`src/rtl/keypad_pkg.sv`:
```
// keypad_pkg: shared state encoding, key-index fields and LFSR constants for the keypad emulator
package keypad_pkg;
   localparam logic [1:0] ST_IDLE           = 2'd0;
   localparam logic [1:0] ST_PRESS_BOUNCE   = 2'd1;
   localparam logic [1:0] ST_HOLD           = 2'd2;
   localparam logic [1:0] ST_RELEASE_BOUNCE = 2'd3;
   typedef enum logic [1:0] {
      IDLE           = ST_IDLE,
      PRESS_BOUNCE   = ST_PRESS_BOUNCE,
      HOLD           = ST_HOLD,
      RELEASE_BOUNCE = ST_RELEASE_BOUNCE
   } state_t;
   localparam logic [3:0] NO_KEY = 4'b0000;
   localparam int KEY_ROW_HI = 3;
   localparam int KEY_ROW_LO = 2;
   localparam int KEY_COL_HI = 1;
   localparam int KEY_COL_LO = 0;
   // taps 8,6,5,4 of the Fibonacci LFSR, as bit positions 7,5,4,3
   localparam logic [7:0] LFSR_TAPS = 8'hB8;
   function automatic logic [3:0] row_onehot(input logic [1:0] r);
      return 4'(4'b0001 << r);
   endfunction
endpackage

```
`src/rtl/keypad_lfsr8.sv`:
```
// keypad_lfsr8: free-running 8-bit Fibonacci LFSR that supplies contact chatter
// ports: clk, rst_n (sync, active-low) in; state [7:0] out, loaded with SEED on reset
module keypad_lfsr8
   import keypad_pkg::*;
#(
   parameter logic [7:0] SEED = 8'hA5
) (
   input  logic       clk,
   input  logic       rst_n,
   output logic [7:0] state
);
   // an all-zero seed would lock the LFSR up
   localparam logic [7:0] INIT = (SEED == 8'h00) ? 8'h01 : SEED;
   always_ff @(posedge clk) begin
      if (!rst_n) state <= INIT;
      else state <= {state[6:0], ^(state & LFSR_TAPS)};
   end
endmodule

```
`src/rtl/keypad_emulator.sv`:
```
// keypad_emulator: scriptable 4x4 matrix keypad with press/release bounce and programmable hold
// ports: clk, rst_n (sync, active-low); cmd_valid/cmd_ready handshake with cmd_key [3:2]=row [1:0]=col
//        and cmd_hold (0 = HOLD_TICKS); keypad_col_in strobe in, keypad_row_out sensed rows out;
//        busy while a sequence runs, done pulses in the first IDLE cycle after it
module keypad_emulator
   import keypad_pkg::*;
#(
   parameter int unsigned BOUNCE_TICKS = 8,
   parameter int unsigned HOLD_TICKS   = 200,
   parameter logic [7:0]  LFSR_SEED    = 8'hA5
) (
   input  logic        clk,
   input  logic        rst_n,
   input  logic        cmd_valid,
   output logic        cmd_ready,
   input  logic [3:0]  cmd_key,
   input  logic [15:0] cmd_hold,
   input  logic [3:0]  keypad_col_in,
   output logic [3:0]  keypad_row_out,
   output logic        busy,
   output logic        done
);
   localparam logic [15:0] B_LEN    = 16'(BOUNCE_TICKS);
   localparam logic [15:0] HOLD_DEF = 16'(HOLD_TICKS);
   logic [7:0]  lfsr;
   logic        unused_lfsr;
   state_t      state, nxt;
   logic [15:0] cnt, hold_len;
   logic [1:0]  row_idx, col_idx;
   logic        contact, last, accept;
   keypad_lfsr8 #(.SEED(LFSR_SEED)) u_lfsr (
      .clk   (clk),
      .rst_n (rst_n),
      .state (lfsr)
   );
   assign unused_lfsr = ^lfsr[7:1];
   always_comb begin
      accept  = cmd_valid && cmd_ready;
      // both bounce states chatter on lfsr[0]; HOLD is solidly closed
      contact = (state == HOLD) || ((state != IDLE) && lfsr[0]);
      // counter restarts at every state entry, so length-1 marks the final cycle
      last    = cnt == (((state == HOLD) ? hold_len : B_LEN) - 16'd1);
      nxt     = (state == IDLE) ? (accept ? ((B_LEN == 16'd0) ? HOLD : PRESS_BOUNCE) : IDLE)
              : !last ? state
              : (state == PRESS_BOUNCE) ? HOLD
              : ((state == HOLD) && (B_LEN != 16'd0)) ? RELEASE_BOUNCE
              : IDLE;
   end
   always_ff @(posedge clk) begin
      if (!rst_n) begin
         state          <= IDLE;
         cnt            <= '0;
         cmd_ready      <= 1'b1;
         busy           <= 1'b0;
         done           <= 1'b0;
         keypad_row_out <= NO_KEY;
         row_idx        <= '0;
         col_idx        <= '0;
         hold_len       <= '0;
      end else begin
         state          <= nxt;
         cnt            <= (nxt != state) ? '0 : cnt + 16'd1;
         cmd_ready      <= nxt == IDLE;
         busy           <= nxt != IDLE;
         done           <= (state != IDLE) && (nxt == IDLE);
         // only the latched column bit matters, so multi-bit strobes still see the key
         keypad_row_out <= (contact && keypad_col_in[col_idx]) ? row_onehot(row_idx) : NO_KEY;
         if (state == IDLE && accept) begin
            row_idx  <= cmd_key[KEY_ROW_HI:KEY_ROW_LO];
            col_idx  <= cmd_key[KEY_COL_HI:KEY_COL_LO];
            hold_len <= (cmd_hold == 16'd0) ? HOLD_DEF : cmd_hold;
         end
      end
   end
endmodule
```
`config.mk`:
```
export PLATFORM = sky130hd
export DESIGN_NAME = keypad_emulator
export DESIGN_NICKNAME = d
export VERILOG_FILES = /design/src/rtl/keypad_pkg.sv /design/src/rtl/keypad_lfsr8.sv /design/src/rtl/keypad_emulator.sv
export SDC_FILE = /design/constraint.sdc
export NUM_CORES = 1
export LEC_CHECK = 0
export ABC_AREA = 1
export CORE_MARGIN = 2
export CORE_UTILIZATION = 60
export DETAILED_ROUTE_END_ITERATION = 10
export MAX_ROUTING_LAYER = met4
export PLACE_DENSITY = 0.94
export REMOVE_ABC_BUFFERS = 1
export SLEW_MARGIN = 0
export SYNTH_ARGS = -nofsm -noshare
export SYNTH_HDL_FRONTEND = slang
export SYNTH_SLANG_ARGS = --single-unit
```
`constraint.sdc`:
```
create_clock -name clk -period 4.1 [get_ports clk]
set_input_delay 1.025 -clock clk [delete_from_list [all_inputs] [get_ports clk]]
set_output_delay 1.025 -clock clk [all_outputs]
set_load 0.01 [all_outputs]
```
==> metrics, run 1 <==
Fillers=417; synthesis-to-finish area growth=14.9%; #FFs+latches synth=53; num rows=26; RR Endpoint=cnt[4]; MaxCap Viol Count=0; hold buffer count at CTS=0; DIE WIDTH=75.8 µm; Setup Skew=6.16 ps; period utilization=0.785; nets@finish=508; Peak supply drop=0.000225 V; Yosys warning total=0; Slew @ Worst Pin=618 ps; FF-to-FF setup slack=880 ps; Arr. time, crit path=3460 ps; count of cell types in the netlist=31; setup TNS=0 ps; Initial Util=0.614; clk_lat worst skew=310 ps; Max Slew Vio Count=0; H-tree depth=2; Overall Power=1.04 mW; Cells after Synth=445; largest family of logic cells by synthesized area=simple AND/OR/NAND/NOR gates; share of layout cells above drive strength 1=0.103; die height=75.8 µm; post-synthesis sequential area ratio=0.343; initial antenna violation count=0; via/cell ratio=5.34; IO Port Bufs=33; all-layer global routing usage=0.254; post-synthesis average cell area=6.96 µm²; Hold WC Path Type=reg -> reg; Vias=2921; final hold vios=0; synthesized cell area=3100 µm²; Hold Path Sink=u_lfsr.state[7]; Pleak=1.62 nW; die area=5750 µm²; cells on worst reg2reg path=20; Pre-antenna DRT Iters=6; Post-CTS Setup Bufs=0; TritonCTS clock tree=done; Hold Crit Start=u_lfsr.state[6]; hold path cells=1; Num CTS Buffers=5; Peak Freq=311 MHz; Adder-Cell Fraction of Synth Area=0.0202; Clock Path Buffers=2; HPWL after DPL=5200 µm; Synth Area in Simple Gates=0.414; final setup fails=0; WL final=6820 µm; post-synthesis compound-gate area fraction=0.0630; ANT nets after route=0; xor and xnor fraction of the mapped netlist area=0.0594; Non-Filler Instances=547; RePlAce Congestion=0.953; I/O Pins=34; Clock Sinks=53; CTS root buf=clkbuf_8; Worst Path Max Fanout=16; post-layout min period=3220 ps; required time of the critical path=4340 ps; relative max-transition margin=0.587; Crit Path Class=reg -> reg; status=complete, no violations; startpoint types=flip-flop; Setup crit end kind=flip-flop; post-synthesis mux area share=0; first-pass GRT wire length=11000 µm; drt drc=0; number of diodes=0; post-CTS sizing=0; Placed Cells=539; final core utilization=0.706; clk slew on worst S/H paths=90 ps; drt wl/cell=12.5 µm; crit path from=state[0]; RSZ-0062 raised after global routing=false; number of global-route vias before repair=2605; grt total ovfl=0; PwrDens=292 nW/µm²; largest net degree at the start of global routing=27; drt initial violations=195; CORE AREA=5040 µm²; reg2reg start=state[0]
-- flip-flops by register name (all words and copies together) (netlist names) --
name	cells
busy	1
cmd_ready	1
cnt	16
col_idx	2
done	1
hold_len	16
keypad_row_out	4
row_idx	2
state	2
u_lfsr.state	8
-- worst max-delay path by stage --
stage              to  slack, ps  depth (start not counted)
2_1_floorplan  cnt[0]        910                         19
3_3_place_gp   cnt[4]       1090                         21
3_5_place_dp   cnt[1]        950                         20
4_1_cts        cnt[4]        910                         20
5_1_grt        cnt[1]        510                         20
6_report       cnt[4]        880                         20
-- cell families after synthesis --
kind of cell    count (synthesis)
xor+xnor                       21
simple gates                  259
fa+ha+maj                       5
compound gates                 35
flops                          53
buf+inv                        72
-- cell usage in the layout (no fill, tap or decap), types with 2 or more instances in the layout --
cell	synthesis	routed
a211oi_1	2	2
or2_2	3	3
inv_1	60	60
nand3_2	2	2
nor2_2	6	6
nor4_1	4	4
buf_4	0	2
nand2_4	3	3
o21bai_1	2	2
o21ai_0	8	8
clkdlybuf4s50_1	0	33
clkbuf_8	0	5
a221oi_1	2	2
nand4_1	11	11
xor2_1	18	18
nand3_1	34	34
xnor2_1	3	3
nor2_1	34	34
dfxtp_1	53	53
ha_1	5	5
a21oi_1	20	20
nand2_1	131	131
nand2_2	8	8
nor2_4	15	15
nor3_1	5	5
-- per-layer routing --
| layer | global-route usage | routed length (µm) | vias to the layer above |
|---|---|---|---|
| met3 | 0.0450 | 332 | 18 |
| met2 | 0.420 | 3370 | 100 |
| met5 | - | 0 | - |
| met1 | 0.309 | 2980 | 1355 |
| li1 | - | - | 1448 |
| met4 | 0.0916 | 135 | 0 |
-- critical path: stages (launching register included) --
cell and delay (ps):
dfxtp_1 350, inv_1 120, ha_1 270, nand2_1 130, ha_1 200, inv_1 60, nor2_1 210, nand2_2 130
nor2_4 200, nand2_1 80, nand2_1 60, nand2_1 60, nor2_1 110, nand2_1 80, nor2_2 130, nand4_1 130
nand3_2 110, nand2_1 70, nand2_1 130, nand3_4 320, nor2_1 190
-- metrics by stage --
step                worst slack [ps]  instance area, µm²  hold WS [ps]
floorplan                        912                3010           390
global placement                1090                3450           394
detailed placement               950                3450           399
CTS                              913                3560           429
global route                     509                3560           442
finish                           879                3560           425
-- where the power goes --
part	internal, mW	leakage, nW	total [mW]	switching [mW]
combinational	0.0533	1.13	0.123	0.0694
clock	0.183	0.0554	0.353	0.170
sequential	0.543	0.434	0.564	0.0212
-- cells in the mapped netlist --
library cell / instances / share of area
nand2_1: 131 / 0.16
o211ai_1: 1 / 0.0024
nor2_2: 6 / 0.012
nand3_2: 2 / 0.0065
or2_2: 3 / 0.0061
buf_2: 1 / 0.0016
a21oi_1: 20 / 0.032
a211oi_1: 2 / 0.0048
a221oi_1: 2 / 0.0057
inv_1: 60 / 0.073
nand3_4: 1 / 0.0057
nor2_4: 15 / 0.055
nor2_8: 1 / 0.0065
nor4_1: 4 / 0.0081
ha_1: 5 / 0.020
clkbuf_1: 7 / 0.0085
xnor2_1: 3 / 0.0085
o21ai_0: 8 / 0.013
xor2_1: 18 / 0.051
nor3_1: 5 / 0.0081
buf_6: 1 / 0.0036
nand4_1: 11 / 0.022
nand3_1: 34 / 0.055
inv_2: 1 / 0.0012
nor2_1: 34 / 0.041
nand2_2: 8 / 0.016
nand3b_1: 1 / 0.0024
dfxtp_1: 53 / 0.34
nand2_4: 3 / 0.011
buf_12: 2 / 0.013
o21bai_1: 2 / 0.0048
-- layout make-up --
type	instances	area (µm²)	share of cell area
Sequential cell	53	1060	0.298
Tap cell	70	87.6	0.0246
Multi-Input combinational cell	320	1720	0.485
Inverter	61	229	0.0643
Clock inverter	2	38.8	0.0109
Clock buffer	6	72.6	0.0204
Timing Repair Buffer	35	345	0.0970
Note: power is estimated with default switching activity, not from simulation.
==> run 2, diff against run 1 <==
CORE_UTILIZATION = 51   (was 60)
PLACE_DENSITY = 0.86   (was 0.94)
clock period = 2.75 ns   (was 4.1 ns; I/O delays follow)
==> metrics, run 2 (synthesis gave the netlist of run 1 again) <==
status=complete, no violations; Crit path max-delay family=simple AND/OR/NAND/NOR gates; Setup crit end kind=flip-flop; num rows=28 (+7.7%); most common cell after layout, fill and taps aside=nand2_1; Final Cell Area=3840 µm² (+7.9%); CP cell instances=inv_2 > ha_4 > nand2_4 > ha_4 > inv_2 > nor2_4 > nand2_2 > nor2_4 > nand2_1 > nand2_1 > nand2_1 > nor2_1 > nand2_1 > nor2_4 > nand4_1 > nand3_2 > nand2_2 > nand2_2 > nand3_4 > buf_12 > nor2_4; Pre-antenna DRT Iters=6 (unchanged); DIE WIDTH=81.9 µm (+8.0%); FF-to-FF setup slack=5 ps (-870 ps); WL final=7920 µm (+16%); Max Slew Vio Count=0 (unchanged); post-layout min period=2740 ps (-476 ps); HPWL after DPL=5410 µm (+4.1%); all-layer global routing usage=0.233 (-0.0205); TritonCTS clock tree=done; ANT nets after route=0 (unchanged); MaxCap Viol Count=0 (unchanged); clk_lat worst skew=310 ps (about the same); die area=6710 µm² (+17%); startpoint types=flip-flop; Hold Path Sink=u_lfsr.state[3]; share of layout cells above drive strength 1=0.188 (+0.0855); period utilization=0.998 (+0.213); WP buf/inv=3 (+1); Num CTS Buffers=5 (unchanged); nets@finish=525 (+3.3%); commonest cells after routing, fill and taps aside=121 x nand2_1, 58 x inv_1, 51 x dfxtp_1; hold path cells=2 (+1); Setup Skew=11.2 ps (+5.07 ps); Peak supply drop=0.000272 V (+21%); placed cell area=3540 µm² (+2.7%); drt wl/cell=13.9 µm (+12%); RR Endpoint=cnt[9]; Placed Cells=554 (+2.8%); initial antenna violation count=0 (unchanged); final setup fails=0 (unchanged); clk slew on worst S/H paths=100 ps (about the same); Non-Filler Instances=569 (+4.0%); Clock Sinks=53 (unchanged); Slew @ Worst Pin=656 ps (+37.8 ps); biggest regs=cnt x16, hold_len x16, u_lfsr.state x8; IO Port Bufs=33 (unchanged); PwrDens=392 nW/µm² (+34%); Arr. time, crit path=3000 ps (-460 ps); Vias=3080 (+5.4%); Worst Path Max Fanout=6 (-10); number of global-route vias before repair=2758 (+5.9%); first-pass GRT wire length=11800 µm (+7.4%); Hold WC Path Type=reg -> reg; WP depth=21 (+5.0%); grt total ovfl=0 (unchanged); Worst path slowest cell=dfxtp_2; die height=81.9 µm (+8.0%); largest net degree at the start of global routing=19 (-30%); Clock Path Buffers=2 (unchanged); CP max stage delay=370 ps (+20 ps); final core utilization=0.652 (-0.0533); Hold Crit Start=u_lfsr.state[2]; cells on worst reg2reg path=21 (+5.0%); CTS root buf=clkbuf_8; Pleak=1.74 nW (+7.2%); Initial Util=0.526 (-0.0880); drt drc=0 (unchanged); Crit Path Class=reg -> reg; setup TNS=0 ps (unchanged); reg2reg start=state[0]; via/cell ratio=5.41 (+1.4%); CORE AREA=5890 µm² (+17%); RSZ-0062 raised after global routing=true; RePlAce Congestion=0.904 (-5.1%); number of diodes=0 (unchanged); I/O Pins=34 (unchanged); drt initial violations=292 (+50%); hold buffer count at CTS=0 (unchanged); relative max-transition margin=0.559 (-0.0281); Peak Freq=364 MHz (+17%); synthesis-to-finish area growth=24.0%; H-tree depth=2 (unchanged); required time of the critical path=3000 ps (-1340 ps); final hold vios=0 (unchanged)
[run 2: timing repair]
action | 4_1_cts | 5_1_grt
cloned | 1 | 0
resized for setup | 6 | 32
pin swaps | 3 | 16
setup endpoints to repair | 16 | 20
setup buffers | 2 | 4
[run 2: where the power goes]
group          internal [mW]  switching, mW  total (mW)
Clock                  0.180          0.262       0.442
Combinational          0.106          0.115       0.221
Sequential             0.810         0.0342       0.844
Total                   1.10          0.411        1.51
[run 2: how the worst max path moves through the flow]
stage | to | from
6_report | cnt[9] | state[0]
5_1_grt | cnt[9] | state[0]
4_1_cts | cnt[2] | state[0]
3_5_place_dp | cnt[4] | state[0]
3_3_place_gp | cnt[15] | state[0]
2_1_floorplan | cnt[0] | state[0]
[run 2: layout make-up]
class | count | area, µm²
fillers | 494 | 2050
multi-input cells | 320 | 1830
flip-flops and latches | 53 | 1060
repair buffers | 52 | 534
inverters | 61 | 229
well taps | 75 | 93.8
clock buffers | 6 | 72.6
clock inverters | 2 | 15.0
[run 2: stage by stage]
stage,setup WS (ps),hold WS [ps],total power [mW]
global route,-141,457,1.57
global placement,82.3,394,1.05
CTS,3.03,433,1.49
floorplan,-438,390,0.953
detailed placement,-65.0,401,1.05
finish,5.13,430,1.51
[run 2: worst reg2reg max path, cell delays in order, from the launching register on]
cell and delay [ps]:
dfxtp_2 370, inv_2 60, ha_4 190, nand2_4 80
ha_4 140, inv_2 50, nor2_4 110, nand2_2 100
nor2_4 180, nand2_1 80, nand2_1 80, nand2_1 70
nor2_1 130, nand2_1 100, nor2_4 130, nand4_1 150
nand3_2 120, nand2_2 70, nand2_2 90, nand3_4 140
buf_12 190, nor2_4 70
[run 2: metal layers]
layer / vias up / track usage / share of wire
met1: 1391 / 0.271 / 0.41
met4: 0 / 0.0967 / 0.040
met3: 37 / 0.0429 / 0.061
met5: - / - / 0
li1: 1494 / - / -
met2: 158 / 0.395 / 0.49
==> run 3, diff against run 2 <==
REMOVE_ABC_BUFFERS = default   (was 1)
==> metrics, run 3 (synthesis gave the netlist of run 1 again) <==
H-tree depth=2 (unchanged); Num CTS Buffers=5 (unchanged); share of layout cells above drive strength 1=0.165 (-0.0230); WL final=7400 µm (-6.6%); most common cell after layout, fill and taps aside=nand2_1; Crit Path Class=reg -> reg; Slew @ Worst Pin=523 ps (-132 ps); largest net degree at the start of global routing=20 (+1); biggest regs=cnt x16, hold_len x16, u_lfsr.state x8; status=complete, no violations; period utilization=0.996 (-0.00206); Initial Util=0.526 (unchanged); via/cell ratio=5.16 (-4.6%); ANT nets after route=0 (unchanged); Register Area=1060 µm² (unchanged); post-layout min period=2740 ps (-5.66 ps); Arr. time, crit path=2940 ps (-60 ps); Clock Path Buffers=2 (unchanged); startpoint types=flip-flop; post-place setup slack=-67.8 ps (-2.75 ps); die height=81.9 µm (unchanged); drt wl/cell=13.1 µm (-5.9%); number of diodes=0 (unchanged); IO Port Bufs=33 (unchanged); Clock Sinks=53 (unchanged); required time of the critical path=2950 ps (-50 ps); clk slew on worst S/H paths=110 ps (about the same); CORE AREA=5890 µm² (unchanged); Fillers=496 (+0.40%); area of the multi-input gates=1800 µm² (-1.6%); number of global-route vias before repair=2700 (-2.1%); num rows=28 (unchanged); Overall Power=1.54 mW (+2.1%); RSZ-0062 raised after global routing=true; Vias=2917 (-5.3%); setup TNS=0 ps (unchanged); Peak supply drop=0.000396 V (+46%); MaxCap Viol Count=0 (unchanged); hold_ws=428 ps (-1.99 ps); clk_lat worst skew=310 ps (about the same); DIE WIDTH=81.9 µm (unchanged); hold path cells=1 (-1); CTS root buf=clkbuf_8; Final WS setup=10.8 ps (+5.66 ps); cells on worst reg2reg path=22 (+4.8%); final setup fails=0 (unchanged); Pleak=1.73 nW (-0.48%); PwrDens=407 nW/µm² (+3.8%); nets@finish=521 (-0.76%); Peak Freq=365 MHz (+0.21%); TritonCTS clock tree=done; Pre-antenna DRT Iters=4 (-2); grt total ovfl=0 (unchanged); drt drc=0 (unchanged); Syn Nets=477; all-layer global routing usage=0.231 (-0.00199); die area=6710 µm² (unchanged); relative max-transition margin=0.648 (+0.0890); initial antenna violation count=0 (unchanged); synthesis-to-finish area growth=21.9%; HPWL after DPL=5500 µm (+1.7%); Worst Path Max Fanout=7 (+1); Max Slew Vio Count=0 (unchanged); hold buffer count at CTS=0 (unchanged); Setup crit end kind=flip-flop; RePlAce Congestion=0.956 (+5.7%); commonest cells after routing, fill and taps aside=125 x nand2_1, 58 x inv_1, 51 x dfxtp_1; final hold vios=0 (unchanged); first-pass GRT wire length=11700 µm (-0.53%); Hold WC Path Type=reg -> reg; I/O Pins=34 (unchanged); drt initial violations=134 (-54%); Setup Skew=18.3 ps (+7.07 ps)
run 3: cell types whose count changed in the layout (fill, tap and decap cells not counted), sizes merged:
cell / previous run / this run
clkinvlp: 2 / 1
inv: 61 / 62
buf: 19 / 15
run 3: per-layer routing:
metal / routed length [µm] / track usage / up-vias
met5: 0 / - / -
met4: 101 / 0.0750 / 0
met3: 268 / 0.0352 / 11
met2: 3700 / 0.398 / 71
met1: 3330 / 0.276 / 1355
li1: - / - / 1480
run 3: worst max-delay path, stage by stage, from the launching register on:
cell     delay, ps
dfxtp_2        350
inv_2           50
ha_4           180
nand2_4         90
ha_4           150
inv_4           40
nor2_4         120
nand2_4         70
nor2_4         170
nand2_2         90
nand2_2         80
nand2_1         50
nor2_1         100
nand2_1         70
nor2_2         160
nand3_1        120
nand2_1        100
nand3_2        100
nand2_2         90
nand2_2         80
nand3_4        130
buf_16         170
nor2_4          30
run 3: through the flow:
step | instance area [µm²] | instances | util
floorplan | 3100 | 445 | -
global placement | 3520 | 551 | 0.598
detailed placement | 3520 | 551 | 0.598
CTS | 3660 | 561 | 0.623
global route | 3780 | 565 | 0.642
finish | 3780 | 565 | 0.642
run 3: power breakdown:
group	total, mW	internal [mW]	switching (mW)	leakage, nW
Sequential	0.843	0.810	0.0330	0.435
Clock	0.476	0.208	0.269	0.0478
Combinational	0.219	0.103	0.116	1.25
run 3: worst paths after layout:
check,start,slack (ps),end
min,u_lfsr.state[1],430,u_lfsr.state[2]
max,state[0],10,cnt[14]
max reg2reg,state[0],10,cnt[14]
min reg2reg,u_lfsr.state[1],430,u_lfsr.state[2]
run 3: timing repair:
| item | in CTS | in global routing |
|---|---|---|
| gates resized for setup | 6 | 23 |
| gates cloned | 1 | 0 |
| setup buffers | 1 | 4 |
| pin swaps | 1 | 17 |
| endpoints found under the setup margin | 15 | 19 |
run 3: cell type report:
cell class	count	share of cell area
multi-input combinational	320	0.477
sequential	53	0.282
timing repair buffer	48	0.129
inverter	61	0.0613
tap	75	0.0249
clock buffer	6	0.0219
clock inverter	2	0.00431
